## src/rtl/bit_serial_collector_pkg.sv

```systemverilog
// rtl/bit_serial_collector_pkg.sv - shared types, defaults and lane mapping for the collector
package bit_serial_collector_pkg;

  localparam int WIDTH_DEF        = 16;
  localparam int LANES_PER_PE_DEF = 4;
  localparam int NUM_PE_DEF       = 2;

  typedef enum logic [1:0] {
    IDLE    = 2'd0,
    COLLECT = 2'd1,
    DONE    = 2'd2
  } state_t;

  // Same mapping the slicer uses to fan lanes out to the PEs.
  function automatic int lane_index(input int pe, input int k, input int lanes_per_pe);
    return pe * lanes_per_pe + k;
  endfunction

endpackage

```

## src/rtl/bit_serial_collector_if.sv

```systemverilog
// rtl/bit_serial_collector_if.sv - PE bit-vector input and result packet handshake bundle
interface bit_serial_collector_if
  import bit_serial_collector_pkg::*;
#(
  parameter int WIDTH        = WIDTH_DEF,
  parameter int LANES_PER_PE = LANES_PER_PE_DEF,
  parameter int NUM_PE       = NUM_PE_DEF
) ();

  localparam int CW = $clog2(WIDTH);

  logic                             start;
  logic                             in_valid;
  logic [LANES_PER_PE-1:0]          pe1_o_vec_bits;
  logic [LANES_PER_PE-1:0]          pe2_o_vec_bits;
  logic [CW-1:0]                    bit_counter;
  logic                             busy;
  logic                             out_valid;
  logic                             out_ready;
  logic [NUM_PE*LANES_PER_PE*WIDTH-1:0] result_data;

  modport master (
    output start, in_valid, pe1_o_vec_bits, pe2_o_vec_bits, out_ready,
    input  bit_counter, busy, out_valid, result_data
  );

  modport slave (
    input  start, in_valid, pe1_o_vec_bits, pe2_o_vec_bits, out_ready,
    output bit_counter, busy, out_valid, result_data
  );

endinterface

```

## src/rtl/bit_serial_collector_lane_shift_reg.sv

```systemverilog
// rtl/bit_serial_collector_lane_shift_reg.sv - one lane's MSB-first serial-in word register
module lane_shift_reg #(
  parameter int WIDTH = 16
) (
  input  logic             clk,
  input  logic             rst,
  input  logic             clr,
  input  logic             en,
  input  logic             din,
  output logic [WIDTH-1:0] q
);

  always_ff @(posedge clk) begin
    if (rst || clr) begin
      q <= '0;
    end else if (en) begin
      q <= {q[WIDTH-2:0], din};
    end
  end

endmodule

```

## src/rtl/bit_serial_collector.sv

```systemverilog
// rtl/bit_serial_collector.sv - gathers serial PE result bits into an 8-lane word packet
module bit_serial_collector
  import bit_serial_collector_pkg::*;
#(
  parameter int WIDTH        = WIDTH_DEF,
  parameter int LANES_PER_PE = LANES_PER_PE_DEF,
  parameter int NUM_PE       = NUM_PE_DEF
) (
  input  logic                 clk,
  input  logic                 rst,
  bit_serial_collector_if.slave bus
);

  localparam int CW    = $clog2(WIDTH);
  localparam int LANES = NUM_PE * LANES_PER_PE;
  localparam logic [CW-1:0] LAST_BEAT = CW'(WIDTH - 1);

  state_t                 state_q, state_n;
  logic [CW-1:0]          cnt_q, cnt_n;
  logic                   clr;
  logic                   shift_en;
  logic [LANES*WIDTH-1:0] words;

  always_ff @(posedge clk) begin
    if (rst) begin
      state_q <= IDLE;
      cnt_q   <= '0;
    end else begin
      state_q <= state_n;
      cnt_q   <= cnt_n;
    end
  end

  always_comb begin
    state_n  = state_q;
    cnt_n    = cnt_q;
    clr      = 1'b0;
    shift_en = 1'b0;
    case (state_q)
      IDLE: begin
        if (bus.start) begin
          state_n = COLLECT;
          cnt_n   = '0;
          clr     = 1'b1;
        end
      end
      COLLECT: begin
        if (bus.in_valid) begin
          shift_en = 1'b1;
          if (cnt_q == LAST_BEAT) begin
            state_n = DONE;
            cnt_n   = '0;
          end else begin
            cnt_n = cnt_q + 1'b1;
          end
        end
      end
      DONE: begin
        // Taking a start together with the handshake skips IDLE entirely.
        if (bus.out_ready) begin
          if (bus.start) begin
            state_n = COLLECT;
            cnt_n   = '0;
            clr     = 1'b1;
          end else begin
            state_n = IDLE;
          end
        end
      end
      default: begin
        state_n = IDLE;
        cnt_n   = '0;
      end
    endcase
  end

  for (genvar pe = 0; pe < NUM_PE; pe++) begin : g_pe
    for (genvar k = 0; k < LANES_PER_PE; k++) begin : g_lane
      localparam int L = lane_index(pe, k, LANES_PER_PE);
      logic sin;
      if (pe == 0) begin : g_pe1
        assign sin = bus.pe1_o_vec_bits[k];
      end else begin : g_pe2
        assign sin = bus.pe2_o_vec_bits[k];
      end
      lane_shift_reg #(.WIDTH(WIDTH)) u_sr (
        .clk (clk),
        .rst (rst),
        .clr (clr),
        .en  (shift_en),
        .din (sin),
        .q   (words[L*WIDTH +: WIDTH])
      );
    end
  end

  assign bus.result_data = words;
  assign bus.bit_counter = cnt_q;
  assign bus.busy        = (state_q == COLLECT);
  assign bus.out_valid   = (state_q == DONE);

endmodule

```

## src/flat_wrapper.sv

```systemverilog
// flat-port wrapper written by rule: the top's interface ports become plain ports
module bit_serial_collector_flat import bit_serial_collector_pkg::*;
#(
  parameter int WIDTH        = WIDTH_DEF,
  parameter int LANES_PER_PE = LANES_PER_PE_DEF,
  parameter int NUM_PE       = NUM_PE_DEF
)
  (clk, rst, bus_start, bus_in_valid, bus_pe1_o_vec_bits, bus_pe2_o_vec_bits, bus_out_ready, bus_bit_counter, bus_busy, bus_out_valid, bus_result_data);
  bit_serial_collector_if #(.WIDTH(WIDTH), .LANES_PER_PE(LANES_PER_PE), .NUM_PE(NUM_PE)) bus_i ();
  input  logic clk;
  input  logic rst;
  input wire logic [$bits(bus_i.start)-1:0] bus_start;
  input wire logic [$bits(bus_i.in_valid)-1:0] bus_in_valid;
  input wire logic [$bits(bus_i.pe1_o_vec_bits)-1:0] bus_pe1_o_vec_bits;
  input wire logic [$bits(bus_i.pe2_o_vec_bits)-1:0] bus_pe2_o_vec_bits;
  input wire logic [$bits(bus_i.out_ready)-1:0] bus_out_ready;
  output wire logic [$bits(bus_i.bit_counter)-1:0] bus_bit_counter;
  output wire logic [$bits(bus_i.busy)-1:0] bus_busy;
  output wire logic [$bits(bus_i.out_valid)-1:0] bus_out_valid;
  output wire logic [$bits(bus_i.result_data)-1:0] bus_result_data;
  assign bus_i.start = bus_start;
  assign bus_i.in_valid = bus_in_valid;
  assign bus_i.pe1_o_vec_bits = bus_pe1_o_vec_bits;
  assign bus_i.pe2_o_vec_bits = bus_pe2_o_vec_bits;
  assign bus_i.out_ready = bus_out_ready;
  assign bus_bit_counter = bus_i.bit_counter;
  assign bus_busy = bus_i.busy;
  assign bus_out_valid = bus_i.out_valid;
  assign bus_result_data = bus_i.result_data;
  bit_serial_collector #(.WIDTH(WIDTH), .LANES_PER_PE(LANES_PER_PE), .NUM_PE(NUM_PE)) u_core (.clk(clk), .rst(rst), .bus(bus_i));
endmodule
```

## config.mk

```make
export PLATFORM = sky130hd
export DESIGN_NAME = bit_serial_collector_flat
export DESIGN_NICKNAME = d
export VERILOG_FILES = /design/src/rtl/bit_serial_collector_pkg.sv /design/src/rtl/bit_serial_collector_if.sv /design/src/rtl/bit_serial_collector_lane_shift_reg.sv /design/src/rtl/bit_serial_collector.sv /design/src/flat_wrapper.sv
export SDC_FILE = /design/constraint.sdc
export NUM_CORES = 1
export LEC_CHECK = 0
export CORE_MARGIN = 2
export CORE_UTILIZATION = 50
export DETAILED_ROUTE_END_ITERATION = 10
export PLACE_DENSITY = 0.92
export SLEW_MARGIN = 10
export SYNTH_ARGS = -nofsm -noshare
export SYNTH_HDL_FRONTEND = slang
export SYNTH_SLANG_ARGS = --single-unit
```

## constraint.sdc

```tcl
create_clock -name clk -period 3.4 [get_ports clk]
set_clock_uncertainty 0.1 [all_clocks]
set_input_delay 0.51 -clock clk [delete_from_list [all_inputs] [get_ports clk]]
set_output_delay 0.51 -clock clk [all_outputs]
set_load 0.03 [all_outputs]
```

## Word-level counts from Yosys, hierarchy flattened

Index checks and enable logic that the tools add are counted.

| cells by class | value |
|---|---|
| eq/ne operators | 7 |
| muxes and demuxes | 16 |
| reductions and logical operators | 4 |
| $add $sub $neg | 1 |

Operators with widths:

| cell | number |
|---|---|
| $mux 4 | 4 |
| $pmux 4 s3 | 1 |
| $mux 2 | 4 |
| $ne 2x2->1 const B | 3 |
| $pmux 2 s3 | 1 |
| $mux 1 | 5 |
| $add 4x1->4 const B | 1 |
| $eq 4x4->1 const B | 1 |
| $reduce_and 4->1 | 1 |
| $eq 2x1->1 const B | 1 |
| $eq 2x2->1 const B | 1 |
| $logic_not 2->1 | 1 |
| $ne 2x1->1 const B | 1 |
| $pmux 1 s2 | 1 |
| $reduce_and 2->1 | 1 |
| $logic_or 1x1->1 | 1 |

| word-level totals | value |
|---|---|
| logic and storage cells | 38 |
| register bits | 134 |
| input port bits | 13 |
| output and inout port bits | 134 |

## Longest topological paths before layout

Gate-level depths: netlist of the first run.

| logic depth | value |
|---|---|
| depth in word-level cells | 4 |
| depth in mapped cells | 5 |
| gate-level depth less buffers | 4 |

## Cells and area by module

A second synthesis of the first run with hierarchy kept.

| second synthesis, totals | value |
|---|---|
| cell total of the unflattened synthesis | 462 |
| area total of the unflattened synthesis | 5006.1 um^2 |

Modules (own cells, without submodules):

| module | sequential area each (um^2) | instances | area each (um^2) | cells each |
|---|---|---|---|---|
| lane_shift_reg | 320.3 | 8 | 581.8 | 53 |
| bit_serial_collector | 120.1 | 1 | 351.6 | 38 |

## Least setup slack after synthesis of the first run

Ideal clock, no wire load.

| timing path | value |
|---|---|
| path kind | reg2out |
| from | reg u_core.state_q[1] |
| to | out bus_out_valid |
| path slack | 1910 ps |
| cell stages (with the launch flop) | 2 |
| data required time | 2790 ps |
| buffers on the path | 0 |
| arrival | 880 ps |
| cells stage by stage | dfxtp_1 nor2b_1 |

| on the way | value |
|---|---|
| cells in the longest elaborated chain, start to end | 1 |

Ends and longest elaborated chain:

| element | line | RTL |
|---|---|---|
| from (decl) | bit_serial_collector.sv:18 | `state_t state_q, state_n;` |
| from (signal assigned) | bit_serial_collector.sv:29 | `state_q <= state_n;` |
| $eq 2x2->1 | bit_serial_collector.sv:100 | `assign bus.out_valid = (state_q == DONE);` |
| to (decl) | flat_wrapper.sv:19 | `output wire logic [$bits(bus_i.out_valid)-1:0] bus_out_valid;` |

Every way passes these cells.

## Worst setup path in the final report of the first run

| timing path | value |
|---|---|
| from | reg u_core.state_q[0] |
| to | out bus_busy |

| on the way | value |
|---|---|
| cells in the longest elaborated chain, start to end | 1 |

Ends and longest elaborated chain:

| element | line | RTL |
|---|---|---|
| $eq 2x1->1 | bit_serial_collector.sv:99 | `assign bus.busy = (state_q == COLLECT);` |
| to (decl) | flat_wrapper.sv:18 | `output wire logic [$bits(bus_i.busy)-1:0] bus_busy;` |

Every way passes these cells.

==> results.json, run 1 <==
{
  "hold_violations": 0,
  "grt_overflow": 0,
  "worstPathCellList": "nand2b_1 > inv_1 > clkdlybuf4s50_1",
  "place_inst": 834,
  "fin_cells": 866,
  "ios": 147,
  "tightest_slew_ns": 0.746,
  "die_height_um": 102,
  "worstSetupPathType": "reg -> out",
  "synth_cell_types": 28,
  "core_um2": 9330,
  "gp_congestion": 0.852,
  "netlist_instances": 595,
  "synth.area.top_cells": "dfxtp_1 55%, nand2_1 20%, a21oi_1 13%",
  "cts.reportedPaths.clkPinSlew_ns": 0.06,
  "synthToLayoutAreaGrowth_pct": 41.8,
  "drive_above_1_share": 0.0570,
  "outcome": "complete, no violations",
  "rr_startpoint": "u_core.state_q[0]",
  "num_rows": 35,
  "cts_hold_buf": 0,
  "fin_nets": 738,
  "max_freq_ghz": 0.395,
  "synth.avg_cell_area_um2": 8.15,
  "grt_max_degree": 74,
  "p_leak_nw": 2.20,
  "synth.most_common_cell": "nand2_1",
  "drt-total-wl_um": 11900,
  "crit_start": "u_core.state_q[0]",
  "p_per_area_nw_per_um2": 534,
  "rsz0062_at_grt": "no",
  "die-area_um2": 10500,
  "finalCriticalPeriod_ns": 2.53,
  "yosys.area.top_type_share": 0.553,
  "arrival_ns": 1.92,
  "track_usage": 0.229,
  "clock_path_buffers": 2,
  "cp-endpoint": "bus_busy",
  "critPathRequiredTime_ns": 2.79,
  "finish.utilization": 0.737,
  "synth_nets": 609,
  "initial_utilization": 0.520,
  "finalSetupViolCount": 0,
  "max_slew_margin": 0.501,
  "yosys-top-cells-count": "259 x nand2_1, 134 x dfxtp_1, 130 x a21oi_1",
  "dr.pass1.iters": 4,
  "cts_root_buf": "clkbuf_8",
  "cts_sinks": 134,
  "fp.dieW_um": 102,
  "grt_pass1_vias": 4126,
  "synth.cell_area_um2": 4850,
  "whs_ns": 0.354,
  "wl_per_cell_um": 13.8,
  "rr_endpoint": "u_core.g_pe[0].g_lane[2].u_sr.q[7]",
  "setup_tns_ns": 0,
  "drt-initial-drc-count": 210,
  "cts_tree": "built",
  "synthArstFlopShare": 0,
  "slowest_delay_ns": 0.69,
  "yosys_warnings": 0,
  "drv_cap": 0,
  "yosysSeqAreaShare": 0.553,
  "clk_latency_ns": 0.50,
  "path_max_fanout": 9,
  "cts_inserted_buffers": 17,
  "hp-class": "reg -> reg",
  "h-tree-depth": 4,
  "ff2ff_setup_slack_ns": 1.49,
  "n_antenna_cell": 0,
  "endpoint_kind": "output pin",
  "grt_pass1_wl_um": 18900,
  "avgViaCountPerCell": 5.06,
  "ys_ff_latch": 134,
  "cts_resized": 0,
  "hpwl_um": 7930,
  "synth_edf_count": 0,
  "reg2reg_depth": 4,
  "fin_crit_sh": 0.744,
  "drc": 0,
  "vias": 4383,
  "cts_setup_buffers": 0,
  "cp_slowest_cell": "clkdlybuf4s50_1",
  "post-synth-top-area-cell": "dfxtp_1",
  "ys.flop_type": "dfxtp_1",
  "ir_worst_vdd_v": 0.000509,
  "cp-start-kind": "flop",
  "drv_slew": 0,
  "antenna_left": 0,
  "antenna_found_initial": 0,
  "portBuffers": 146
}
[cells in the final DEF (no fill, tap or decap), drive strengths merged]
master	instances
nand2	259
clkdlybuf4s50	146
dfxtp	134
a21oi	130
clkbuf	17
clkinv	7
inv	6
buf	6
bufinv	5
o211ai	3
nand4	2
a31oi	2
nand2b	2
o21bai	2
nor2b	1
and3b	1
nand3b	1
and2b	1
a21boi	1
nor3b	1
a311oi	1
o21ai	1
nand4bb	1
a311o	1
nand3	1
or3	1
a2bb2oi	1
nor2	1
ha	1
clkinvlp	1
[per-stage QoR]
step           power (W)  setup WS (ns)  cell area, um^2
2_1_floorplan    0.00173           1.91             4850
3_3_place_gp     0.00175          0.946             6240
5_1_grt          0.00379          0.819             6880
4_1_cts          0.00370          0.882             6880
3_5_place_dp     0.00175          0.892             6240
6_report         0.00367          0.869             6880
[worst max-delay path: cells and delay by family (launching register included)]
family / cells / cell delay, ns
simple gates: 1 / 0.12
buf+inv: 2 / 0.82
flops: 1 / 0.48
[sequential cells by signal, summed over array words and instances, names as in the netlist]
signal	flops
u_core.state_q	2
u_core.bus.bit_counter	4
u_core.g_pe.g_lane.u_sr.q	128
[area by class of cell]
cell class | count | area [um^2]
Inverter | 4 | 15.0
Sequential cell | 134 | 2680
Timing Repair Buffer | 152 | 1540
Multi-Input combinational cell | 415 | 1830
Clock buffer | 17 | 414
Fill cell | 703 | 2450
Clock inverter | 15 | 225
Tap cell | 129 | 161
[per-layer routing]
layer  part of all wire  track usage  wire [um]  vias to the layer above
li1                   -            -          -                     2191
met1               0.39        0.250       4660                     2040
met2               0.53        0.404       6270                      134
met3              0.064       0.0746        766                       18
met4              0.019        0.102        229                        0
met5                  0            0          0                        -
[logic make-up after synthesis]
logic type      after synthesis  share of synthesized area
compound gates              142                      0.153
fa+ha+maj                     1                    0.00258
buf+inv                      46                     0.0720
flops                       134                      0.553
simple gates                272                      0.220
[how the worst min path moves through the flow]
stage / from / end / slack [ns] / depth (start not counted)
after floorplan: u_core.state_q[0] / u_core.bus.bit_counter[1] / 0.44 / 2
after global placement: u_core.g_pe[1].g_lane[2].u_sr.q[15] / u_core.g_pe[1].g_lane[2].u_sr.q[15] / 0.34 / 2
after detailed placement: u_core.g_pe[0].g_lane[3].u_sr.q[15] / u_core.g_pe[0].g_lane[3].u_sr.q[15] / 0.35 / 2
after CTS: u_core.g_pe[0].g_lane[3].u_sr.q[15] / u_core.g_pe[0].g_lane[3].u_sr.q[15] / 0.36 / 2
after global routing: u_core.g_pe[0].g_lane[3].u_sr.q[15] / u_core.g_pe[0].g_lane[3].u_sr.q[15] / 0.37 / 2
final: u_core.g_pe[0].g_lane[0].u_sr.q[15] / u_core.g_pe[0].g_lane[0].u_sr.q[15] / 0.35 / 2
[report_power, final]
| group | internal, W | total [W] | switching (W) |
|---|---|---|---|
| registers | 0.00157 | 0.00158 | 0.00000519 |
| clock network | 0.00127 | 0.00196 | 0.000687 |
| logic | 0.0000391 | 0.000136 | 0.0000971 |
| total | 0.00288 | 0.00367 | 0.000789 |
No activity file was read; power rests on OpenSTA's default activity.
==> run 2, diff against run 1 <==
--- a/config.mk
+++ b/config.mk
@@ -6,9 +6,9 @@
 export NUM_CORES = 1
 export LEC_CHECK = 0
 export CORE_MARGIN = 2
-export CORE_UTILIZATION = 50
+export CORE_UTILIZATION = 42
 export DETAILED_ROUTE_END_ITERATION = 10
-export PLACE_DENSITY = 0.92
+export PLACE_DENSITY = 0.84
 export SLEW_MARGIN = 10
 export SYNTH_ARGS = -nofsm -noshare
 export SYNTH_HDL_FRONTEND = slang
==> constraint.sdc (replaced) <==
create_clock -name clk -period 2.03 [get_ports clk]
set_clock_uncertainty 0.1 [all_clocks]
set_input_delay 0.3045 -clock clk [delete_from_list [all_inputs] [get_ports clk]]
set_output_delay 0.3045 -clock clk [all_outputs]
set_load 0.03 [all_outputs]
==> results.json, run 2 (synthesis gave the netlist of run 1 again) <==
{
  "outcome": "complete, no violations",
  "grt_overflow": 0,
  "p_comb_frac": 0.039,
  "clkPwrFrac": 0.529,
  "wl_met3_um": 738,
  "core_um2": 11300,
  "dr_wl_met2_um": 5810,
  "fin_cells": 881,
  "drv_slew": 0,
  "drt-initial-drc-count": 365,
  "avgViaCountPerCell": 4.96,
  "tightest_slew_ns": 0.349,
  "cts.reportedPaths.clkPinSlew_ns": 0.06,
  "ios": 147,
  "mostFrequentLayoutCell": "nand2_1",
  "cp-endpoint": "bus_bit_counter[3]",
  "cts_inserted_buffers": 17,
  "ff2ff_setup_slack_ns": 0.49,
  "grt_max_degree": 71,
  "num_rows": 39,
  "drc": 0,
  "wl_per_cell_um": 13.0,
  "largest_register_ffs": 128,
  "arrival_ns": 1.55,
  "die-area_um2": 12400,
  "n_fill_cell": 972,
  "drt-total-wl_um": 11500,
  "dr.max_layer_used": "met4",
  "n_antenna_cell": 0,
  "h-tree-depth": 4,
  "synthToLayoutAreaGrowth_pct": 42.9,
  "antenna_left": 0,
  "cts_root_buf": "clkbuf_16",
  "p_leak_nw": 2.25,
  "slowest_delay_ns": 0.72,
  "finish.utilization": 0.612,
  "rsz0062_at_grt": "no",
  "portBuffers": 146,
  "cts_sinks": 134,
  "track_usage": 0.183,
  "critPathRequiredTime_ns": 1.63,
  "dr.pass1.iters": 5,
  "ir_worst_vdd_v": 0.000397,
  "p_sw_w": 0.00129,
  "antenna_found_initial": 0,
  "finalWorstSetupSlack_ns": 0.0722,
  "path_max_fanout": 6,
  "fin_nets": 739,
  "drive_above_1_share": 0.0569,
  "clock_path_buffers": 2,
  "path_depth": 1,
  "crit_start": "u_core.bus.bit_counter[3]",
  "cp-start-kind": "flop",
  "rr_startpoint": "u_core.state_q[1]",
  "fp.dieW_um": 111,
  "rr_endpoint": "u_core.g_pe[1].g_lane[1].u_sr.q[13]",
  "postLayoutCellArea_um2": 6930,
  "drv_cap": 0,
  "crit_buf_inv": 1,
  "wl_met1_um": 4740,
  "max_freq_ghz": 0.511,
  "hpwl_um": 7600,
  "fin_crit_sh": 0.964,
  "setup_tns_ns": 0,
  "gp_congestion": 0.814,
  "p_per_area_nw_per_um2": 884,
  "cp_slowest_cell": "clkdlybuf4s50_1",
  "hold_violations": 0,
  "reg2reg_depth": 4,
  "initial_utilization": 0.428,
  "place_inst": 849,
  "grt_pass1_wl_um": 18800,
  "worst_path_dominant_cell_family": "buffers and inverters",
  "max_slew_margin": 0.765,
  "dp_worst_setup_slack_ns": 0.111,
  "layout_common_cells": "259 x nand2_1, 143 x clkdlybuf4s50_1, 134 x dfxtp_1",
  "place_area_um2": 6300,
  "finalSetupViolCount": 0,
  "power.share.switching": 0.211,
  "hold_path_depth": 3,
  "p_int_w": 0.00483,
  "worstPathCellList": "clkdlybuf4s50_1",
  "regMostFlops": "u_core.g_pe.g_lane.u_sr.q",
  "grt_pass1_vias": 3875,
  "hp-class": "in -> reg",
  "clk_latency_ns": 0.41,
  "endpoint_kind": "output pin",
  "cts_tree": "built",
  "worstSetupPathType": "reg -> out",
  "die_height_um": 111,
  "pwr-share-seq": 0.432,
  "finalCriticalPeriod_ns": 1.96,
  "vias": 4370
}
run 2: repair_timing:
| action | in CTS | in global routing |
|---|---|---|
| hold buffers | 0 | 0 |
| gates resized for setup | 2 | 2 |
| endpoints found under the setup margin | 2 | 2 |
| setup buffers | 0 | 0 |
run 2: stage by stage:
step | power, W | hold slack (ns)
after CTS | 0.00618 | 0.327
after global routing | 0.00633 | 0.327
final | 0.00613 | 0.341
after global placement | 0.00294 | 0.341
after detailed placement | 0.00294 | 0.355
after floorplan | 0.00289 | 0.274
run 2: worst min-delay path by stage:
stage | from | end
2_1_floorplan | rst | u_core.bus.bit_counter[0]
3_3_place_gp | u_core.g_pe[0].g_lane[0].u_sr.q[15] | u_core.g_pe[0].g_lane[0].u_sr.q[15]
3_5_place_dp | u_core.g_pe[0].g_lane[1].u_sr.q[15] | u_core.g_pe[0].g_lane[1].u_sr.q[15]
4_1_cts | bus_pe1_o_vec_bits[0] | u_core.g_pe[0].g_lane[0].u_sr.q[0]
5_1_grt | bus_pe1_o_vec_bits[0] | u_core.g_pe[0].g_lane[0].u_sr.q[0]
6_report | bus_pe1_o_vec_bits[0] | u_core.g_pe[0].g_lane[0].u_sr.q[0]
run 2: layer usage:
metal | global-route usage | up-vias
met5 | 0 | -
met4 | 0.0741 | 0
met3 | 0.0593 | 16
met2 | 0.307 | 147
met1 | 0.218 | 2019
li1 | - | 2188
run 2: final cells by class:
cell class / count / area [um^2] / share of cell area
tap: 143 / 179 / 0.0258
multi-input combinational: 415 / 1830 / 0.264
clock buffer: 20 / 457 / 0.0659
clock inverter: 12 / 175 / 0.0253
timing repair buffer: 153 / 1590 / 0.229
sequential: 134 / 2680 / 0.387
inverter: 4 / 15.0 / 0.00217
run 2: power by group through the flow:
stage                     registers [W]  clock network, W  logic [W]
after detailed placement        0.00270                 0   0.000240
after floorplan                 0.00271                 0   0.000178
final                           0.00265           0.00324   0.000240
after CTS                       0.00265           0.00329   0.000240
after global placement          0.00270                 0   0.000235
after global routing            0.00265           0.00342   0.000260
